`src/rtl/sh4a_fetch_pkg.sv`:
```
// sh4a_fetch_pkg: shared constants, queue entry type and alignment helpers for the fetch stage.
package sh4a_fetch_pkg;
  localparam logic [31:0] SH4A_RESET_PC   = 32'hA000_0000;
  localparam logic [15:0] SH4A_NOP_INSN   = 16'h0009;
  localparam int          SH4A_INSN_BYTES = 2;

  typedef enum logic [0:0] {ST_BOOT, ST_FETCH} fetch_state_e;

  typedef struct packed {
    logic [15:0] insn;
    logic [31:0] pc;
  } qent_t;

  function automatic logic [31:0] word_align(input logic [31:0] a);
    return a & ~32'd3;
  endfunction

  function automatic logic [31:0] half_align(input logic [31:0] a);
    return a & ~32'd1;
  endfunction
endpackage

```
`src/rtl/sh4a_fetch_queue.sv`:
```
// sh4a_fetch_queue: halfword FIFO with a two-entry push port (lo then hi), single pop and sync flush.
module sh4a_fetch_queue
  import sh4a_fetch_pkg::*;
#(
  parameter int QDEPTH = 8,
  localparam int AW = $clog2(QDEPTH)
) (
  input  logic        clk,
  input  logic        rst,
  input  logic        i_flush,
  input  logic        i_push_lo,
  input  logic        i_push_hi,
  input  qent_t       i_lo,
  input  qent_t       i_hi,
  input  logic        i_pop,
  output qent_t       o_head,
  output logic [AW:0] o_count,
  output logic [AW:0] o_free
);
  qent_t       r_mem [QDEPTH];
  logic [AW:0] r_wr, r_rd;
  logic [AW:0] w_hi_ptr, w_n_push;
  assign w_n_push = (AW+1)'(i_push_lo) + (AW+1)'(i_push_hi);
  assign w_hi_ptr = r_wr + (AW+1)'(i_push_lo);
  assign o_count  = r_wr - r_rd;
  assign o_free   = (AW+1)'(QDEPTH) - o_count;
  assign o_head   = r_mem[r_rd[AW-1:0]];

  // Pointers carry one extra bit so a full queue is distinguishable from an empty one.
  always_ff @(posedge clk or posedge rst) begin
    if (rst) begin
      r_wr <= '0;
      r_rd <= '0;
    end else if (i_flush) begin
      r_wr <= '0;
      r_rd <= '0;
    end else begin
      r_wr <= r_wr + w_n_push;
      if (i_pop && o_count != '0) r_rd <= r_rd + (AW+1)'(1);
    end
  end

  always_ff @(posedge clk) begin
    if (!i_flush && i_push_lo) r_mem[r_wr[AW-1:0]] <= i_lo;
    if (!i_flush && i_push_hi) r_mem[w_hi_ptr[AW-1:0]] <= i_hi;
  end
endmodule

```
`src/rtl/sh4a_fetch.sv`:
```
// sh4a_fetch: issues aligned word reads, splits responses into halfword instructions and
// handles branch redirects by flushing the queue and dropping stale in-flight responses.
module sh4a_fetch
  import sh4a_fetch_pkg::*;
#(
  parameter logic [31:0] RESET_PC = SH4A_RESET_PC,
  parameter int          QDEPTH   = 8
) (
  input  logic        clk,
  input  logic        rst,
  input  logic        redirect_valid,
  input  logic [31:0] redirect_pc,
  output logic        imem_req_valid,
  input  logic        imem_req_ready,
  output logic [31:0] imem_req_addr,
  input  logic        imem_resp_valid,
  input  logic [31:0] imem_resp_data,
  output logic        insn_valid,
  input  logic        insn_ready,
  output logic [15:0] insn,
  output logic [31:0] insn_pc
);
  localparam int AW = $clog2(QDEPTH);

  fetch_state_e r_state, w_state_n;
  logic [31:0]  r_fetch_addr, w_fetch_n;
  logic [31:0]  r_push_pc, w_pc_n;
  logic [AW-1:0] r_out, w_out_n, r_drop, w_drop_n, w_out_p1;
  logic         r_skip_lo, w_skip_n;
  logic [AW:0]  w_count, w_free, w_need;
  logic         w_empty, w_req_fire, w_resp_live, w_push_lo, w_push_hi, w_pop;
  qent_t        w_head, w_lo, w_hi;

  assign w_empty     = w_count == '0;
  assign w_out_p1    = r_out + AW'(1);
  assign w_need      = {w_out_p1, 1'b0};
  assign w_req_fire  = imem_req_valid && imem_req_ready;
  assign w_resp_live = imem_resp_valid && !redirect_valid && r_drop == '0;
  assign w_push_lo   = w_resp_live && !r_skip_lo;
  assign w_push_hi   = w_resp_live;
  assign w_pop       = insn_ready && !w_empty && !redirect_valid;
  assign w_lo        = '{insn: imem_resp_data[15:0], pc: r_push_pc};
  assign w_hi        = '{insn: imem_resp_data[31:16],
                         pc: w_push_lo ? r_push_pc + 32'(SH4A_INSN_BYTES) : r_push_pc};

  assign imem_req_addr = r_fetch_addr;
  assign insn_valid    = !w_empty;
  assign insn          = w_empty ? SH4A_NOP_INSN : w_head.insn;
  assign insn_pc       = w_empty ? r_push_pc : w_head.pc;

  sh4a_fetch_queue #(.QDEPTH(QDEPTH)) u_queue (
    .clk       (clk),
    .rst       (rst),
    .i_flush   (redirect_valid),
    .i_push_lo (w_push_lo),
    .i_push_hi (w_push_hi),
    .i_lo      (w_lo),
    .i_hi      (w_hi),
    .i_pop     (w_pop),
    .o_head    (w_head),
    .o_count   (w_count),
    .o_free    (w_free)
  );

  // A request is only issued when every outstanding response, plus this one, can land in the queue.
  always_comb begin
    w_state_n      = ST_FETCH;
    imem_req_valid = r_state == ST_FETCH && !redirect_valid && w_free >= w_need;
    w_fetch_n      = redirect_valid ? word_align(redirect_pc)
                                    : r_fetch_addr + (w_req_fire ? 32'd4 : 32'd0);
    w_pc_n         = redirect_valid ? half_align(redirect_pc)
                   : r_push_pc + (w_push_lo ? 32'(2 * SH4A_INSN_BYTES)
                                : w_push_hi ? 32'(SH4A_INSN_BYTES) : 32'd0);
    w_out_n        = r_out + AW'(w_req_fire) - AW'(imem_resp_valid);
    w_drop_n       = redirect_valid ? r_out - AW'(imem_resp_valid)
                                    : r_drop - AW'(imem_resp_valid && r_drop != '0);
    w_skip_n       = redirect_valid ? redirect_pc[1] : (w_resp_live ? 1'b0 : r_skip_lo);
  end

  always_ff @(posedge clk or posedge rst) begin
    if (rst) begin
      r_state      <= ST_BOOT;
      r_fetch_addr <= word_align(RESET_PC);
      r_push_pc    <= half_align(RESET_PC);
      r_out        <= '0;
      r_drop       <= '0;
      r_skip_lo    <= RESET_PC[1];
    end else begin
      r_state      <= w_state_n;
      r_fetch_addr <= w_fetch_n;
      r_push_pc    <= w_pc_n;
      r_out        <= w_out_n;
      r_drop       <= w_drop_n;
      r_skip_lo    <= w_skip_n;
    end
  end
endmodule

```
`config.mk`:
```
export PLATFORM = sky130hd
export DESIGN_NAME = sh4a_fetch
export DESIGN_NICKNAME = d
export VERILOG_FILES = /design/src/rtl/sh4a_fetch_pkg.sv /design/src/rtl/sh4a_fetch_queue.sv /design/src/rtl/sh4a_fetch.sv
export SDC_FILE = /design/constraint.sdc
export NUM_CORES = 1
export LEC_CHECK = 0
export CORE_ASPECT_RATIO = 2
export CORE_UTILIZATION = 35
export CTS_CLUSTER_SIZE = 14
export DETAILED_ROUTE_END_ITERATION = 16
export GPL_ROUTABILITY_DRIVEN = 0
export PLACE_DENSITY = 0.57
export SLEW_MARGIN = 20
export SYNTH_ARGS = -nofsm -noshare
export SYNTH_HDL_FRONTEND = slang
export SYNTH_SLANG_ARGS = --single-unit
```
`constraint.sdc`:
```
create_clock -name clk -period 7.15 [get_ports clk]
set_clock_uncertainty 0.15 [all_clocks]
set_input_delay 1.43 -clock clk [delete_from_list [all_inputs] [get_ports clk]]
set_output_delay 1.43 -clock clk [all_outputs]
set_load 0.02 [all_outputs]
```
==> metrics.cfg <==
[synthesis]
synth_edf_count = 376
syn_area_per_cell_um2 = 11.1
netlist_instances = 2205
ys_types = 50
netlist.area_leader.share_pct = 46.0
seq_area_frac_synth_pct = 53.9
yosys.area.top_type = edfxtp_1
synth_warnings = 0
async_flop_share_pct = 17.0
synthTopCellsByArea = edfxtp_1 (46%), nand2_1 (8.7%), mux4_2 (8.6%)
synth_area_um2 = 24600
ys_ff_latch = 453
ys.flop_type = edfxtp_1

[timing]
fmax_mhz = 158
fin_ws_ns = 0.830
rsz0062_at_grt = false
slew_headroom_pct = 24.6
setup_viol = 0
hold_viol = 0
period_needed_ns = 6.32
finalCritPeriodShare_pct = 88.4
worst_slew_pin_slew_ns = 1.12
tns_ns = 0
slew_violations = 0
holdWs_ns = 0.390

[detailed_routing]
drt_iter0_drc = 1468
wl_per_cell_um = 23.2
wl_met1_um = 27000
vias = 16900
ant_nets = 0
route.detailed.drc = 0
drt_first_pass_iters = 6
wl_um = 74400
wl_met2_um = 40600
top_layer_used = met4
vias_per_cell = 5.29
wl_met3_um = 3830

[finish]
stdcell_area_um2 = 28300
fin_cells = 3199
fin_util_pct = 40.7
final_nets = 2362
final_common_cell = nand2_1
synthToLayoutAreaGrowth_pct = 15.4
most-common-layout-cells = nand2_1 (572), edfxtp_1 (376), xor2_1 (176)
drive_gt1_share_pct = 12.1

[clock_network]
cts_made_buffers = 43
clk_latency_ns = 0.59
htree_levels = 2
cts_sinks = 453
postCtsSetupRepairBufs = 0
cts_hold_buf = 0
tritoncts = built
clk_path_buf_depth = 3
path_clk_slew_ns = 0.07
clockRootBuffer = clkbuf_16
cts_resized = 0

[power_and_ir_drop]
p_sw_share_pct = 35.2
intPower_mw = 5.70
power_density_nw_per_um2 = 311
p_seq_share_pct = 36.0
p_comb_share_pct = 38.3
p_leak_nw = 10.2
p_clk_share_pct = 25.7
switching_power_mw = 3.10
irDropWorstVdd_mv = 0.191
total_power_mw = 8.80

[placement]
io_buffer_count = 147
hpwl_um = 46600
dp.cells = 3123
dp_worst_setup_slack_ns = 1.24
place_area_um2 = 27000

[worst_setup_path]
worstSetupPathType = reg -> out
worstPathRequired_ns = 5.57
end_kind = output pin
startpoint_type = flip-flop
cp.arrival_ns = 4.74
crit_path_max_fanout = 40

[global_route]
grt_antenna_before_repair = 2
grt_remaining_overflow = 0
grt_pass1_wl_um = 111000
grt_usage_pct = 21.1
grt_max_degree = 99
first_global_vias = 17600

[die]
ioPinCount = 152
floorplan.initialDensity_pct = 35.3
die_area_um2 = 71300
die_h_um = 377
rows = 137
coreArea_um2 = 69600
die_x_um = 189

[min_path]
hp-class = reg -> reg

[flow_run]
max_cap_violations = 0

[outcome]
status = finished clean

## metal layers
| metal | GRT usage [%] | vias up |
|---|---|---|
| li1 | - | 7698 |
| met1 | 23.1 | 8447 |
| met2 | 40.1 | 625 |
| met3 | 2.28 | 167 |
| met4 | 9.56 | 0 |
| met5 | 0 | - |
## worst paths after layout
path,cells after the start,endpoint,slack [ns],start
worst min-delay path,1,r_out[2],0.39,r_out[2]
worst max-delay path,9,insn_pc[22],0.83,u_queue.r_rd[1]
worst min register to register,1,r_out[2],0.39,r_out[2]
worst max register to register,16,imem_req_addr[30],1.76,u_queue.r_rd[1]
min in group asynchronous,3,imem_req_addr[2],1.20,rst
max in group asynchronous,3,u_queue.r_rd[1],5.08,rst
## Yosys cell counts (4+ instances only)
cell and count:
nor3_1 45, xor2_1 176, xnor2_1 131, a21oi_1 38
edfxtp_1 376, mux4_2 94, nand2_1 572, nor4_1 8
o31ai_1 4, mux2i_1 34, and2_1 8, inv_1 25
o21ai_0 56, dfrtp_1 73, ha_1 23, nor2_1 162
fa_1 4, and4_1 5, and3_1 7, buf_2 13
dfstp_2 4, or3_1 10, clkbuf_1 109, nand2b_1 4
buf_4 19, nand4_1 35, mux2_2 38, buf_1 48
nand3_1 52
## flip-flops by register name (all words and copies together) (netlist names)
name and flops:
r_state 1, imem_req_addr 30, u_queue.r_rd 4, r_out 3, r_skip_lo 1, r_push_pc 31, r_drop 3, u_queue.r_mem 376
u_queue.r_wr 4
## power by group through the flow
stage                     sequential, mW  combinational (mW)  clock, mW
after floorplan                     3.13                2.04          0
after global placement              3.21                3.42          0
after detailed placement            3.22                3.45          0
after CTS                           3.17                3.47       2.31
after global routing                3.18                3.64       2.39
final                               3.17                3.37       2.26
## critical path: stages (launching register included)
cell and delay, ns:
dfrtp_4 0.88, inv_1 0.19, ha_1 0.32, and3b_1 0.19, or3_1 0.43, a21oi_4 0.60, buf_4 0.47, nand2_1 0.09
o21ai_0 0.23, clkdlybuf4s50_1 0.71
## cells by family after synthesis
| group | share of synthesized area (%) |
|---|---|
| and+or+nand+nor | 15.8 |
| AOI/OAI and AO/OA | 2.42 |
| other | 0.0306 |
| DFF | 53.9 |
| xor gates and xnor gates | 11.0 |
| muxes | 11.8 |
| buffers and inverters | 3.67 |
| adders and majority gates | 1.50 |
## final cells by class
type,instances,area (um^2)
Antenna cell,2,5.00
Clock buffer,54,1120
Clock inverter,20,204
Fill cell,6651,41300
Inverter,28,106
Multi-Input combinational cell,1537,10600
Sequential cell,453,13200
Tap cell,903,1130
Timing Repair Buffer,202,1950
Power figures use the tool's default switching activity.
